--- config.mk ---
export PLATFORM = sky130hd
export DESIGN_NAME = muldiv_control_sequencer
export DESIGN_NICKNAME = d
export VERILOG_FILES = /design/src/rtl/muldiv_control_sequencer.sv
export SDC_FILE = /design/constraint.sdc
export NUM_CORES = 1
export LEC_CHECK = 0
export ABC_AREA = 1
export CORE_ASPECT_RATIO = 0.5
export CORE_MARGIN = 2
export CORE_UTILIZATION = 35
export CTS_BUF_LIST = sky130_fd_sc_hd__clkbuf_4 sky130_fd_sc_hd__clkbuf_8 sky130_fd_sc_hd__clkbuf_16
export DETAILED_ROUTE_END_ITERATION = 16
export PLACE_DENSITY = 0.79
export SETUP_SLACK_MARGIN = 0.3
export SLEW_MARGIN = 20
export SYNTH_ARGS = -nofsm -noshare
export SYNTH_HDL_FRONTEND = slang
export SYNTH_SLANG_ARGS = --single-unit
--- constraint.sdc ---
create_clock -name clk -period 1.51 [get_ports clk]
set_clock_uncertainty 0.1 [all_clocks]
set_input_delay 0.151 -clock clk [delete_from_list [all_inputs] [get_ports clk]]
set_output_delay 0.151 -clock clk [all_outputs]
set_load 0.01 [all_outputs]
--- src/rtl/muldiv_control_sequencer.sv ---
// Hardwired Moore sequencer for MUL/DIV: fetch (T0-T2), decode (T3), wait on the
// multiplier/divider (T4), then write LO/HI (T5/T6). Aborts on bad opcode or ALU timeout.
module muldiv_control_sequencer #(
   parameter logic [4:0]  OP_MUL   = 5'b01000,
   parameter logic [4:0]  OP_DIV   = 5'b01001,
   parameter int unsigned MAX_WAIT = 64
) (
   input  logic        clk,
   input  logic        reset,
   input  logic        start,
   input  logic [31:0] ir_in,
   input  logic        mem_rdy,
   input  logic        alu_done,
   output logic        busy,
   output logic        done,
   output logic        illegal_op,
   output logic        timeout,
   output logic        PCout,
   output logic        Zlowout,
   output logic        Zhighout,
   output logic        MDRout,
   output logic        MARin,
   output logic        Zin,
   output logic        PCin,
   output logic        MDRin,
   output logic        IRin,
   output logic        Yin,
   output logic        HIin,
   output logic        LOin,
   output logic        IncPC,
   output logic        read,
   output logic        MUL,
   output logic        DIV,
   output logic [15:0] r_out
);

   localparam int             CW       = $clog2(MAX_WAIT);
   localparam logic [CW-1:0]  CNT_LAST = CW'(MAX_WAIT - 1);

   typedef enum logic [3:0] {
      S_IDLE, S_T0, S_T1, S_T1W, S_T2, S_T3, S_T4, S_T5, S_T6, S_ABORT
   } state_e;

   state_e        state_q, state_d;
   logic [4:0]    opcode_q, opcode_d;
   logic [3:0]    rc_q, rc_d;
   logic [CW-1:0] cnt_q, cnt_d;
   logic          tmo_q, tmo_d;   // abort reason: 1 = ALU timeout, 0 = illegal opcode

   logic          unused_ir_bits;
   assign unused_ir_bits = ^{ir_in[26:23], ir_in[14:0]};

   // NOTE: sequential state uses non-blocking assignments so every register
   // samples the pre-edge value of the others.
   always_ff @(posedge clk) begin
      if (reset) begin
         state_q  <= S_IDLE;
         opcode_q <= '0;
         rc_q     <= '0;
         cnt_q    <= '0;
         tmo_q    <= 1'b0;
      end else begin
         state_q  <= state_d;
         opcode_q <= opcode_d;
         rc_q     <= rc_d;
         cnt_q    <= cnt_d;
         tmo_q    <= tmo_d;
      end
   end

   // NOTE: every signal written here gets a default first so no latch is inferred.
   always_comb begin
      state_d    = state_q;
      opcode_d   = opcode_q;
      rc_d       = rc_q;
      cnt_d      = cnt_q;
      tmo_d      = tmo_q;
      busy       = (state_q != S_IDLE);
      done       = 1'b0;
      illegal_op = 1'b0;
      timeout    = 1'b0;
      PCout      = 1'b0;
      Zlowout    = 1'b0;
      Zhighout   = 1'b0;
      MDRout     = 1'b0;
      MARin      = 1'b0;
      Zin        = 1'b0;
      PCin       = 1'b0;
      MDRin      = 1'b0;
      IRin       = 1'b0;
      Yin        = 1'b0;
      HIin       = 1'b0;
      LOin       = 1'b0;
      IncPC      = 1'b0;
      read       = 1'b0;
      MUL        = 1'b0;
      DIV        = 1'b0;
      r_out      = '0;

      unique case (state_q)
         S_IDLE: begin
            if (start) state_d = S_T0;
         end
         S_T0: begin
            PCout   = 1'b1;
            MARin   = 1'b1;
            IncPC   = 1'b1;
            Zin     = 1'b1;
            state_d = S_T1;
         end
         S_T1: begin
            Zlowout = 1'b1;
            PCin    = 1'b1;
            read    = 1'b1;
            MDRin   = 1'b1;
            state_d = mem_rdy ? S_T2 : S_T1W;
         end
         S_T1W: begin
            read  = 1'b1;
            MDRin = 1'b1;
            if (mem_rdy) state_d = S_T2;
         end
         S_T2: begin
            MDRout  = 1'b1;
            IRin    = 1'b1;
            state_d = S_T3;
         end
         S_T3: begin
            // IR was loaded at the end of T2, so ir_in is already stable here.
            r_out    = 16'(1) << ir_in[22:19];
            Yin      = 1'b1;
            opcode_d = ir_in[31:27];
            rc_d     = ir_in[18:15];
            cnt_d    = '0;
            if (ir_in[31:27] == OP_MUL || ir_in[31:27] == OP_DIV) begin
               state_d = S_T4;
            end else begin
               tmo_d   = 1'b0;
               state_d = S_ABORT;
            end
         end
         S_T4: begin
            r_out = 16'(1) << rc_q;
            Zin   = 1'b1;
            MUL   = (opcode_q == OP_MUL);
            DIV   = (opcode_q == OP_DIV);
            cnt_d = cnt_q + CW'(1);
            if (alu_done) begin
               state_d = S_T5;
            end else if (cnt_q == CNT_LAST) begin
               tmo_d   = 1'b1;
               state_d = S_ABORT;
            end
         end
         S_T5: begin
            Zlowout = 1'b1;
            LOin    = 1'b1;
            state_d = S_T6;
         end
         S_T6: begin
            Zhighout = 1'b1;
            HIin     = 1'b1;
            done     = 1'b1;
            state_d  = S_IDLE;
         end
         S_ABORT: begin
            timeout    = tmo_q;
            illegal_op = ~tmo_q;
            state_d    = S_IDLE;
         end
         default: state_d = S_IDLE;
      endcase
   end

endmodule

==> impl_metrics.yaml, run 1 <==
run_status:
  run_status: "finished, violations left"
  violations: "setup timing"
power_and_ir_drop:
  power_density_nw_per_um2: 1610
  p_switching_uw: 2180
  power_frac_clock_pct: 9.4
  internal_power_uw: 2640
  combPwrFrac_pct: 74.6
  peakVddDrop_v: 0.000812
  switching_share_pct: 45.3
  p_leak_uw: 0.00137
  pwr-share-seq_pct: 15.9
die:
  die_h_um: 47.6
  ios: 73
  initial_core_util_pct: 37.7
  die_area_um2: 4340
  rows: 15
  coreArea_um2: 3530
  die_w_um: 91.1
synth:
  synth_top_cell_area_share_pct: 30.1
  synth_area_um2: 1330
  synth_cell_types: 25
  syn_nets: 256
  syn-instance-count: 218
  yosysSeqAreaShare_pct: 30.1
  yosysTopAreaCell: "dfxtp_1"
  async_flop_share_pct: 0
  synth.avg_cell_area_um2: 6.10
  yosys_warnings: 0
  synth_edf_count: 0
  ys.flop_type: "dfxtp_1"
  yosys-top-cells-area: "dfxtp_1 (30%), nand2_1 (14%), nor2_1 (13%), inv_1 (7.1%), a21oi_1 (4.5%)"
  yosys_register_bits: 20
timing:
  finalHoldViolCount: 0
  finalWorstSetupSlack_ps: -695
  final.period_utilization_pct: 146
  worstMarginPinSlew_ps: 337
  fmax_ghz: 0.454
  finalCriticalPeriod_ps: 2200
  rsz0062_at_grt: "true"
  setup_viol: 54
  slew_headroom_pct: 77.5
  maxSlewViolCount: 0
route:
  viasPerCell: 5.94
  drcViolationCount: 0
  drtPass1Iterations: 5
  ant_nets: 0
  wl_per_cell_um: 23.2
  wirelength_um: 8910
  dr_total_vias: 2282
  dr.first_iter.drc_count: 220
grt:
  grt_max_degree: 13
  antenna_found_initial: 0
  use_met3_pct: 4.41
  grt_pass1_vias: 1895
  grt_pass1_wl_um: 9250
  grt_most_used_layer: "met2"
  track_usage_pct: 28.3
  overflow: 0
  use_met1_pct: 32.4
  met2_usage_pct: 54.2
clock_network:
  tritoncts: "built"
  cts_root_buffer: "clkbuf_8"
  clkTransAtPathRegs_ps: 100
  clockBufferDepth: 2
  cts_buffers: 3
  cts.sinks: 20
  htreeDepth: 1
  clock_latency_ps: 290
critical_path:
  required_ps: 1260
  cp-end-kind: "primary output"
  crit_path_start_kind: "flip-flop"
  crit_type: "flip-flop to primary output"
  cp_max_fo: 4
  arrival_ps: 1950
final_layout:
  fillers: 140
  multi_input_area_um2: 1210
  final_cells: 384
  nNetsFinal: 372
  n_antenna_cell: 0
  syn2layout_area_growth_pct: 126
  drive_above_1_share_pct: 65.5
  seqCellArea_um2: 413
hold_path:
  hp-class: "input pin to flip-flop"
job:
  maxCapViolCount: 0
placement:
  pre_cts_slack_ps: -598
  routabilityCongestion: 0.832
  dp.cells: 342
  dpl.hpwl_um: 3300
  port_buffers: 53
[critical path: stages (launching register included)]
cell and delay (ps):
dfxtp_2 370, inv_2 60, nor2_4 210, nand2_4 130, o21ai_4 240, inv_2 90
nor2_2 190, nand2_2 110, nor2_2 110, buf_2 150
[cell type report]
| type | instances | area share, % |
|---|---|---|
| clock buffers | 4 | 1.84 |
| inverters | 28 | 4.17 |
| multi-input cells | 161 | 40.4 |
| flip-flops and latches | 20 | 13.8 |
| well taps | 51 | 2.13 |
| repair buffers | 120 | 37.7 |
[state kept, by name, indices dropped and copies added, names as in the netlist]
register,flops
rc_q,4
cnt_q,6
opcode_q,5
tmo_q,1
state_q,4
[stage by stage]
step | util [%] | TNS [ps] | total power [uW] | hold slack, ps | instance area, um^2
after floorplan | - | -34.5 | 1640 | 113 | 1430
after global placement | 62.2 | -11720 | 2420 | 362 | 2190
after detailed placement | 62.2 | -12680 | 2480 | 373 | 2190
after CTS | 74.5 | -10390 | 3920 | 363 | 2630
after global routing | 85.0 | -19310 | 4920 | 398 | 3000
final | 85.0 | -18110 | 4820 | 393 | 3000
[metal layers]
layer / part of all wire (%) / vias up
li1: - / 902
met1: 35 / 1033
met2: 44 / 255
met3: 13 / 92
met4: 8.2 / 0
met5: 0 / -
[cells in the final DEF (no fill, tap or decap), types with 2 or more instances in the layout]
| master | n |
|---|---|
| clkdlybuf4s50_1 | 17 |
| o21ai_0 | 2 |
| nand3_4 | 2 |
| buf_4 | 26 |
| o21ai_2 | 7 |
| nand2_2 | 13 |
| nand3_2 | 2 |
| inv_4 | 6 |
| nor2_4 | 12 |
| dfxtp_1 | 14 |
| buf_12 | 3 |
| nand3_1 | 8 |
| buf_6 | 47 |
| o21ai_4 | 8 |
| nor2_1 | 20 |
| inv_1 | 16 |
| nand2_1 | 28 |
| a21oi_2 | 4 |
| nor2_2 | 24 |
| clkbuf_8 | 4 |
| nand2_4 | 14 |
| dfxtp_4 | 2 |
| buf_2 | 23 |
| buf_8 | 4 |
| a21oi_1 | 8 |
| inv_2 | 5 |
| dfxtp_2 | 4 |
[synthesized netlist by cell type, drive strengths merged, types with 9 or more instances]
master and number:
a21oi 12, buf 9, dfxtp 20, inv 28
nand2 55, nand3 12, nor2 57, o21ai 18
[path summary, 6_finish.rpt]
kind                           startpoint  cells after the start                      end  slack, ps
setup reg to reg  state_q[2]$_SDFFE_PP0P_                     14  state_q[0]$_SDFFE_PP0P_       -440
hold / removal                  ir_in[15]                      3     rc_q[0]$_SDFFE_PP0P_        390
hold reg to reg     cnt_q[4]$_SDFFE_PP0P_                      2    cnt_q[4]$_SDFFE_PP0P_        400
setup / recovery  state_q[1]$_SDFFE_PP0P_                      9                 r_out[4]       -690
[repair_timing]
| action | 4_1_cts | 5_1_grt |
|---|---|---|
| gates resized for setup | 251 | 67 |
| setup endpoints to repair | 56 | 56 |
| pin swaps | 29 | 23 |
| endpoints found under the hold margin | 0 | 0 |
| buffers inserted | 22 | 15 |
| gates cloned | 1 | 0 |
| hold buffers | 0 | 0 |
[power groups by stage]
stage	logic (uW)	registers [uW]	clock network (uW)
floorplan	917	726	0
global route	3690	766	467
detailed placement	1760	714	0
global placement	1710	709	0
CTS	2770	729	428
finish	3600	767	455
[kinds of logic (layout without fill, tap and decap cells)]
| group | count (synthesis) | in the layout | share of synthesized area (%) |
|---|---|---|---|
| simple gates | 129 | 130 | 43.8 |
| buf+inv | 38 | 152 | 13.8 |
| fa+ha+maj | 1 | 1 | 0.941 |
| flops | 20 | 20 | 30.1 |
| compound gates | 30 | 30 | 11.3 |
(Power assumes the default switching activity.)
==> run 2, diff against run 1 <==
ABC_AREA = default   (was 1)
ABC_CLOCK_PERIOD_IN_PS = 1990   (was default)
clock period = 1.99 ns   (was 1.51 ns; I/O delays follow)
==> impl_metrics.yaml, run 2 <==
clock_network:
  tritoncts: "built"
  hold_buffers: 0
  clockBufferDepth: 2
  clock_latency_ps: 250
  cts_buffers: 3
  clkTransAtPathRegs_ps: 70
  cts_root_buffer: "clkbuf_8"
  htreeDepth: 1
  cts.sinks: 20
critical_path:
  cp-end-kind: "primary output"
  arrival_ps: 1860
  cp_max_fo: 4
  crit_type: "flip-flop to primary output"
  required_ps: 1690
  crit_path_start_kind: "flip-flop"
timing:
  finalHoldViolCount: 0
  finalSetupTns_ps: -1730
  setup_viol: 16
  finalCriticalPeriod_ps: 2160
  final.period_utilization_pct: 108
  fmax_ghz: 0.464
  maxSlewViolCount: 0
  slew_headroom_pct: 70.0
  worstMarginPinSlew_ps: 443
  finalWorstSetupSlack_ps: -167
  rsz0062_at_grt: "true"
route:
  dr.first_iter.drc_count: 114
  dr_total_vias: 1700
  ant_nets: 0
  wl_per_cell_um: 17.1
  drtPass1Iterations: 5
  wirelength_um: 5300
  drcViolationCount: 0
  viasPerCell: 5.48
final_layout:
  drive_above_1_share_pct: 46.3
  nNetsFinal: 298
  largest_reg_flops: 6
  final_common_cell: "nand2_1"
  fillers: 256
  syn2layout_area_growth_pct: 76.3
  seqCellArea_um2: 408
  n_antenna_cell: 0
  multi_input_area_um2: 1030
  final_cell_mix: "nand2_1 (24), nor2_1 (22), buf_2 (22)"
  top_regs: "cnt_q: 6 flops, opcode_q: 5 flops"
  top_register: "cnt_q"
synth:
  yosysSeqAreaShare_pct: 30.6
  yosysTopAreaCell: "dfxtp_1"
  synth.avg_cell_area_um2: 7.07
  synth_top_cell_area_share_pct: 30.6
  async_flop_share_pct: 0
  syn-instance-count: 185
  yosys_register_bits: 20
  yosys_warnings: 0
  synth_area_um2: 1310
  yosysMostFrequentCell: "nor2_1"
  synth_edf_count: 0
  ys.flop_type: "dfxtp_1"
  syn_nets: 223
  synth_cell_types: 39
  synthTopCellsByCount: "nor2_1 (35), nand2_1 (27), dfxtp_1 (20), a21oi_1 (17), nand2b_1 (8)"
  yosys-top-cells-area: "dfxtp_1 (31%), nor2_1 (10%), nand2_1 (7.8%), a21oi_1 (6.5%), nand2b_1 (3.8%)"
grt:
  use_met1_pct: 24.2
  track_usage_pct: 20.0
  grt_max_degree: 14
  grt_pass1_wl_um: 6590
  antenna_found_initial: 0
  overflow: 0
  grt_most_used_layer: "met2"
  met2_usage_pct: 36.8
  use_met3_pct: 3.37
  grt_pass1_vias: 1431
power_and_ir_drop:
  power_density_nw_per_um2: 794
  power_uw: 1830
  peakVddDrop_v: 0.000379
  p_leak_uw: 0.000959
placement:
  routabilityCongestion: 0.851
  dpl.hpwl_um: 3000
  port_buffers: 53
  pre_cts_slack_ps: -247
die:
  rows: 15
  coreArea_um2: 3510
  die_w_um: 90.4
  ios: 73
  initial_core_util_pct: 37.3
  die_area_um2: 4270
  die_h_um: 47.2
job:
  maxCapViolCount: 0
run_status:
  violations: "setup timing"
  run_status: "finished, violations left"
hold_path:
  hp-class: "flip-flop to flip-flop"
==> run 2: kinds of logic after synthesis <==
family	after synthesis	share of synthesized area [%]
AO/OA/AOI/OAI	36	16.1
flip-flops	20	30.6
adder cells (fa/ha/maj)	1	0.957
AND/OR/NAND/NOR	103	41.3
buffers and inverters	23	9.19
multiplexers	2	1.82
==> run 2: what timing repair did <==
| action | CTS | global route |
|---|---|---|
| setup buffers | 8 | 8 |
| gates resized for setup | 132 | 73 |
| pin swaps | 5 | 17 |
| endpoints found under the setup margin | 41 | 41 |
| endpoints found under the hold margin | 0 | 0 |
==> run 2: final cells by class <==
class                   instances  area share (%)
clock buffers                   3            1.79
clock inverters                 1            1.30
inverters                       6           0.977
multi-input cells             142            44.7
flip-flops and latches         20            17.7
well taps                      51            2.77
repair buffers                 87            30.8
==> run 2: routing by layer <==
metal / up-vias / part of all wire, %
met3: 20 / 5.2
li1: 783 / -
met1: 815 / 41
met2: 82 / 50
met4: 0 / 4.4
met5: - / 0
==> run 2: path summary, 6_finish.rpt <==
| check | start | endpoint | slack (ps) | cells after the start |
|---|---|---|---|---|
| max | state_q[3]$_SDFFE_PP0P_ | r_out[1] | -170 | 8 |
| max reg2reg | state_q[3]$_SDFFE_PP0P_ | cnt_q[5]$_SDFFE_PP0P_ | 80 | 7 |
| min | opcode_q[1]$_SDFFE_PP0P_ | opcode_q[1]$_SDFFE_PP0P_ | 370 | 2 |
| min reg2reg | opcode_q[1]$_SDFFE_PP0P_ | opcode_q[1]$_SDFFE_PP0P_ | 370 | 2 |
==> run 2: through the flow <==
| stage | utilization (%) | cell area, um^2 | instances | hold WS [ps] |
|---|---|---|---|---|
| floorplan | - | 1330 | 185 | 235 |
| global placement | 55.8 | 1960 | 290 | 344 |
| detailed placement | 55.8 | 1960 | 290 | 351 |
| CTS | 61.0 | 2140 | 302 | 362 |
| global route | 65.7 | 2300 | 310 | 384 |
| finish | 65.7 | 2300 | 310 | 366 |
==> run 2: power by group <==
part	total (uW)	internal (uW)	switching, uW
registers	478	440	38.1
clock network	398	268	130
logic	953	457	495
total	1830	1170	664
==> run 2: critical path: stages, from the launching register on <==
cell and delay, ps:
dfxtp_2 370, buf_4 130, and4bb_2 260, buf_6 140, nor3b_4 260, a31oi_4 80
buf_6 150, nor2_4 100, buf_6 110
